### src/rtl/bus_generator_arbiter_pkg.sv
// Shared types and constants for the bus generator arbiter slice.
// Holds the per-lane FSM encoding and the destination-field width.
package bus_generator_arbiter_pkg;

    typedef enum logic {
        ST_IDLE = 1'b0,
        ST_PUSH = 1'b1
    } lane_state_t;

    localparam int unsigned DEST_W       = 8;
    localparam logic [DEST_W-1:0] BROADCAST_ID = 8'hFF;

endpackage

### src/rtl/bus_generator_arbiter_lane.sv
// Single-lane arbiter: round-robin grant, packet latch and
// destination decode, with registered pop/push/D_push outputs.
module bus_lane_arbiter
    import bus_generator_arbiter_pkg::*;
#(
    parameter int unsigned       drvrs     = 4,
    parameter int unsigned       pckg_sz   = 16,
    parameter logic [DEST_W-1:0] broadcast = BROADCAST_ID
) (
    input  logic                            clk,
    input  logic                            reset,
    input  logic [drvrs-1:0]                pndng,
    input  logic [drvrs-1:0][pckg_sz-1:0]   d_pop,
    output logic [drvrs-1:0]                pop,
    output logic [drvrs-1:0]                push,
    output logic [pckg_sz-1:0]              d_push
);

    localparam int unsigned SRC_W = (drvrs > 1) ? $clog2(drvrs) : 1;

    lane_state_t        state, state_nxt;
    logic [SRC_W-1:0]   last_grant, src, grant_idx, hi_idx, lo_idx;
    logic               hi_found, lo_found, grant_valid, do_grant;
    logic [pckg_sz-1:0] pkt;
    logic [drvrs-1:0]   pop_nxt, push_nxt;
    logic [DEST_W-1:0]  dest;

    assign dest     = pkt[pckg_sz-1 -: DEST_W];
    assign do_grant = (state == ST_IDLE) && grant_valid;

    // Round-robin: lowest pending index above last_grant wins, else wrap to lowest overall.
    always_comb begin
        hi_found = 1'b0;
        lo_found = 1'b0;
        hi_idx   = '0;
        lo_idx   = '0;
        for (int unsigned j = 0; j < drvrs; j++) begin
            if (pndng[j] && (j > 32'(last_grant)) && !hi_found) begin
                hi_found = 1'b1;
                hi_idx   = SRC_W'(j);
            end
            if (pndng[j] && (j <= 32'(last_grant)) && !lo_found) begin
                lo_found = 1'b1;
                lo_idx   = SRC_W'(j);
            end
        end
        grant_valid = hi_found || lo_found;
        grant_idx   = hi_found ? hi_idx : lo_idx;
    end

    always_ff @(posedge clk or negedge reset) begin
        if (!reset) state <= ST_IDLE;
        else        state <= state_nxt;
    end

    always_comb begin
        state_nxt = state;
        case (state)
            ST_IDLE: if (grant_valid) state_nxt = ST_PUSH;
            ST_PUSH: state_nxt = ST_IDLE;
            default: state_nxt = ST_IDLE;
        endcase
    end

    always_comb begin
        pop_nxt  = '0;
        push_nxt = '0;
        if (do_grant) pop_nxt[grant_idx] = 1'b1;
        if (state == ST_PUSH) begin
            if (dest == broadcast) begin
                push_nxt      = '1;
                push_nxt[src] = 1'b0;
            end else begin
                for (int unsigned j = 0; j < drvrs; j++) begin
                    if (dest == DEST_W'(j)) push_nxt[j] = 1'b1;
                end
            end
        end
    end

    always_ff @(posedge clk or negedge reset) begin
        if (!reset) begin
            pop        <= '0;
            push       <= '0;
            d_push     <= '0;
            pkt        <= '0;
            src        <= '0;
            last_grant <= SRC_W'(drvrs - 1);
        end else begin
            pop  <= pop_nxt;
            push <= push_nxt;
            if (do_grant) begin
                pkt        <= d_pop[grant_idx];
                src        <= grant_idx;
                last_grant <= grant_idx;
            end
            if (state == ST_PUSH) d_push <= pkt;
        end
    end

endmodule

### src/rtl/bus_generator_arbiter.sv
// Multi-bus packet arbiter: one independent bus_lane_arbiter per lane.
module bus_generator_arbiter
    import bus_generator_arbiter_pkg::*;
#(
    parameter int unsigned       bits      = 1,
    parameter int unsigned       drvrs     = 4,
    parameter int unsigned       pckg_sz   = 16,
    parameter logic [DEST_W-1:0] broadcast = BROADCAST_ID
) (
    input  logic                                     clk,
    input  logic                                     reset,
    input  logic [bits-1:0][drvrs-1:0]               pndng,
    input  logic [bits-1:0][drvrs-1:0][pckg_sz-1:0]  D_pop,
    output logic [bits-1:0][drvrs-1:0]               pop,
    output logic [bits-1:0][drvrs-1:0]               push,
    output logic [bits-1:0][pckg_sz-1:0]             D_push
);

    for (genvar g = 0; g < int'(bits); g++) begin : g_lane
        bus_lane_arbiter #(
            .drvrs     (drvrs),
            .pckg_sz   (pckg_sz),
            .broadcast (broadcast)
        ) u_lane (
            .clk    (clk),
            .reset  (reset),
            .pndng  (pndng[g]),
            .d_pop  (D_pop[g]),
            .pop    (pop[g]),
            .push   (push[g]),
            .d_push (D_push[g])
        );
    end

endmodule

### config.mk
export PLATFORM = sky130hd
export DESIGN_NAME = bus_generator_arbiter
export DESIGN_NICKNAME = d
export VERILOG_FILES = /design/src/rtl/bus_generator_arbiter_pkg.sv /design/src/rtl/bus_generator_arbiter_lane.sv /design/src/rtl/bus_generator_arbiter.sv
export SDC_FILE = /design/constraint.sdc
export NUM_CORES = 1
export LEC_CHECK = 0
export BUFFER_PORTS_ARGS = -buffer_cell sky130_fd_sc_hd__buf_2
export CORE_MARGIN = 2
export CORE_UTILIZATION = 50
export DETAILED_ROUTE_END_ITERATION = 16
export MAX_ROUTING_LAYER = met4
export PLACE_DENSITY = 0.94
export SLEW_MARGIN = 20
export SYNTH_ARGS = -nofsm -noshare
export SYNTH_HDL_FRONTEND = slang
export SYNTH_SLANG_ARGS = --single-unit
### constraint.sdc
create_clock -name clk -period 2.96 [get_ports clk]
set_clock_uncertainty 0.05 [all_clocks]
set_input_delay 0.148 -clock clk [delete_from_list [all_inputs] [get_ports clk]]
set_output_delay 0.148 -clock clk [all_outputs]
set_load 0.005 [all_outputs]
==> impl_metrics.yaml <==
status:
  outcome: "completed"
global_routing:
  grtUsageTotal: 0.237
  pin_count_of_the_biggest_net_entering_global_routing: 46
  grt_antenna_before_repair: 0
  grt_overflow: 0
  via_count_of_the_first_global_routing_pass: 1886
  grt_pass1_wl_um: 9120
placed_design:
  port_buffers: 93
  place_worst_setup_slack_ps: 841
  gpl.final_weighted_congestion: 0.873
  placed_wire_length_estimate_um: 3850
setup_path:
  worst-path-buf-inv: 1
  worstPathRequired_ps: 3090
  cp.arrival_ps: 2250
  timing.critical_path.fanout_max: 24
  crit_type: "register to register"
  critical_path.slowest_cell: "sky130_fd_sc_hd__dfstp_2"
  cp-start-kind: "register"
  worstPathCellList: "nand2b_1 > o21ai_0 > a221oi_4 > buf_4 > mux2i_1 > o221ai_2"
  timing.critical_path.slowest_cell_delay_ps: 550
  worst_path_dominant_cell_family: "flip-flops"
  timing.critical_path.to_type: "register"
clock_network:
  cts_tree: "done"
  tritoncts_num_sinks: 45
  clk_root_buffer_cell: "sky130_fd_sc_hd__clkbuf_8"
  worst_skew_late_latency_ps: 300
  cts_htree_levels: 2
  cts.clk_slew.worst_paths_ps: 90
  setup_bufs_post_cts: 0
  total_cts_buffers: 5
  clockBufferDepth: 2
synthesis:
  synth_sequential_area_ratio: 0.489
  ys_types: 32
  synthesis.area_um2: 2310
  synth-adder-area-share: 0
  ys_ff_latch: 45
  cell_count_after_synthesis: 187
  synthXorXnorAreaFrac: 0
  post_synth_mux_area_share: 0.217
  asyncSetResetFlopFracSynth: 1.00
  main_combinational_cell_family_by_area_after_synthesis: "multiplexers"
  synth_edf_count: 0
  post_synth_main_area_contributors: "sky130_fd_sc_hd__dfrtp_1 (47%), sky130_fd_sc_hd__mux2i_1 (14%), sky130_fd_sc_hd__o221ai_2 (10%), sky130_fd_sc_hd__mux2_2 (7.8%), sky130_fd_sc_hd__nand2_1 (3.4%)"
  synthDominantAreaCellType: "sky130_fd_sc_hd__dfrtp_1"
  post_synth.cell_area_avg_um2: 12.4
  synth_top_flop_cell: "sky130_fd_sc_hd__dfrtp_1"
  synth_fp_nets: 257
  simple_gate_portion_of_the_synthesized_area: 0.0861
  ys.warnings.count: 0
  compound_gate_portion_of_the_synthesized_area: 0.144
  synth_top_cells_by_count: "sky130_fd_sc_hd__dfrtp_1 (43), sky130_fd_sc_hd__mux2i_1 (32), sky130_fd_sc_hd__nand2_1 (21)"
  synth.most_common_cell: "sky130_fd_sc_hd__dfrtp_1"
  synth_top_cell_area_share: 0.466
routing:
  detailroute.via_count: 1819
  number_of_vias_per_cell_after_detailed_routing: 5.43
  detail_route.wl_per_cell_um: 15.7
  drt-initial-drc-count: 135
  postRouteWirelength_um: 5260
  final_antenna_net_count: 0
  detailedRoute.firstPassIterationCount: 4
  drt_drc_violations_left: 0
timing:
  finalSetupViolations: 0
  timing.fmax_mhz: 471
  number_of_pins_with_negative_max_slew_slack_in_the_final_report: 0
  hold_vio_cnt_final: 0
  fin_ws_ps: 837
  totalNegativeSetupSlack_ps: 0
  post-route-min-period_ps: 2120
  max-slew-margin-rel: 0.614
  post-route-period-util: 0.717
  unrepaired_setup_endpoints_after_global_routing: "no"
  max_slew.worst_pin.slew_ps: 579
  finalHoldWorstSlack_ps: 116
floorplan:
  floorplan.die.height_um: 72.0
  die_w_um: 72.0
  effective_utilization_at_floorplan: 0.523
  io-pin-count: 94
  core.rowCount: 24
  die_area_um2: 5180
  design.core.area_um2: 4410
cells_and_area:
  antenna_cells: 0
  fraction_of_layout_cells_with_a_size_suffix_above_1: 0.502
  nFillCells: 331
  finalNetCount: 352
  synth_to_layout_area_growth_pct: 25.8
  layout.core_utilization: 0.658
pwr:
  leakage_power_total_nw: 1.48
  ir_drop_mv: 0.518
  pwr_density_cell_nw_per_um2: 902
job:
  maxCapViolCount: 0
min_path:
  hold_crit_path_type: "primary input to register"
[placed cells by master (no fill, tap or decap), types with 2 or more instances in the layout]
| master | instances |
|---|---|
| sky130_fd_sc_hd__mux2_2 | 16 |
| sky130_fd_sc_hd__nand4_1 | 4 |
| sky130_fd_sc_hd__dfrtp_1 | 43 |
| sky130_fd_sc_hd__nor3_1 | 2 |
| sky130_fd_sc_hd__buf_4 | 7 |
| sky130_fd_sc_hd__nor2_1 | 12 |
| sky130_fd_sc_hd__a21oi_1 | 3 |
| sky130_fd_sc_hd__nand2b_1 | 2 |
| sky130_fd_sc_hd__mux2i_1 | 32 |
| sky130_fd_sc_hd__nand2_1 | 21 |
| sky130_fd_sc_hd__inv_1 | 7 |
| sky130_fd_sc_hd__o221ai_2 | 16 |
| sky130_fd_sc_hd__a31oi_1 | 2 |
| sky130_fd_sc_hd__buf_2 | 92 |
| sky130_fd_sc_hd__clkbuf_8 | 6 |
| sky130_fd_sc_hd__o21ai_0 | 2 |
| sky130_fd_sc_hd__dfstp_2 | 2 |
[routing by layer]
metal,part of all wire,track usage,wire (um)
met5,0,-,0
met4,0.020,0.0713,106
met3,0.044,0.0403,229
met2,0.53,0.390,2800
met1,0.40,0.304,2130
[final timing paths]
path,endpoint,slack (ps),startpoint,cells past startpoint
worst max register to register,g_lane[0].u_lane.pkt[2],840,g_lane[0].u_lane.last_grant[0],6
max in group asynchronous,g_lane[0].u_lane.pkt[14],2120,reset,2
worst min-delay path,g_lane[0].u_lane.pkt[3],120,D_pop[19],3
worst max-delay path,g_lane[0].u_lane.pkt[2],840,g_lane[0].u_lane.last_grant[0],6
worst min register to register,g_lane[0].u_lane.pkt[1],440,g_lane[0].u_lane.pkt[1],2
min in group asynchronous,g_lane[0].u_lane.pkt[4],330,reset,2
[power by group]
part | leakage, nW | internal (W) | switching, W | total (W)
registers | 0.558 | 0.000887 | 0.000183 | 0.00107
logic | 0.866 | 0.000538 | 0.000536 | 0.00107
clock network | 0.0585 | 0.000275 | 0.000203 | 0.000478
total | 1.48 | 0.00170 | 0.000922 | 0.00262
[per-stage QoR]
stage,cell area [um^2],std cells,power [W]
3_5_place_dp,2780,326,0.00216
5_1_grt,2910,335,0.00281
6_report,2910,335,0.00262
4_1_cts,2900,335,0.00264
3_3_place_gp,2780,326,0.00211
2_1_floorplan,2310,187,0.00187
[tightest hold or removal path, stage by stage]
cell and delay (ps):
sky130_fd_sc_hd__buf_2 80, sky130_fd_sc_hd__mux2i_1 70, sky130_fd_sc_hd__o221ai_2 140
[timing repair]
action                                 CTS  global route
hold buffers                             1             0
gates resized for setup                  0             0
endpoints found under the hold margin    5             0
[cells by family after synthesis]
logic type,after synthesis
muxes,48
AOI/OAI and AO/OA,29
and+or+nand+nor,45
DFF,45
buffers and inverters,20
[flip-flops by register name (all words and copies together) (netlist names)]
signal                    flops
g_lane.u_lane.pop             4
g_lane.u_lane.src             2
g_lane.u_lane.d_push         16
g_lane.u_lane.pkt            16
g_lane.u_lane.push            4
g_lane.u_lane.last_grant      2
g_lane.u_lane.state           1
[area by class of cell]
class,instances,area [um^2],share of cell area
inverter,8,30.0,0.0103
timing repair buffer,100,523,0.180
clock inverter,1,30.0,0.0103
clock buffer,7,86.3,0.0297
tap,52,65.1,0.0224
sequential,45,1130,0.388
multi-input combinational,122,1040,0.359
(Power assumes the default switching activity.)
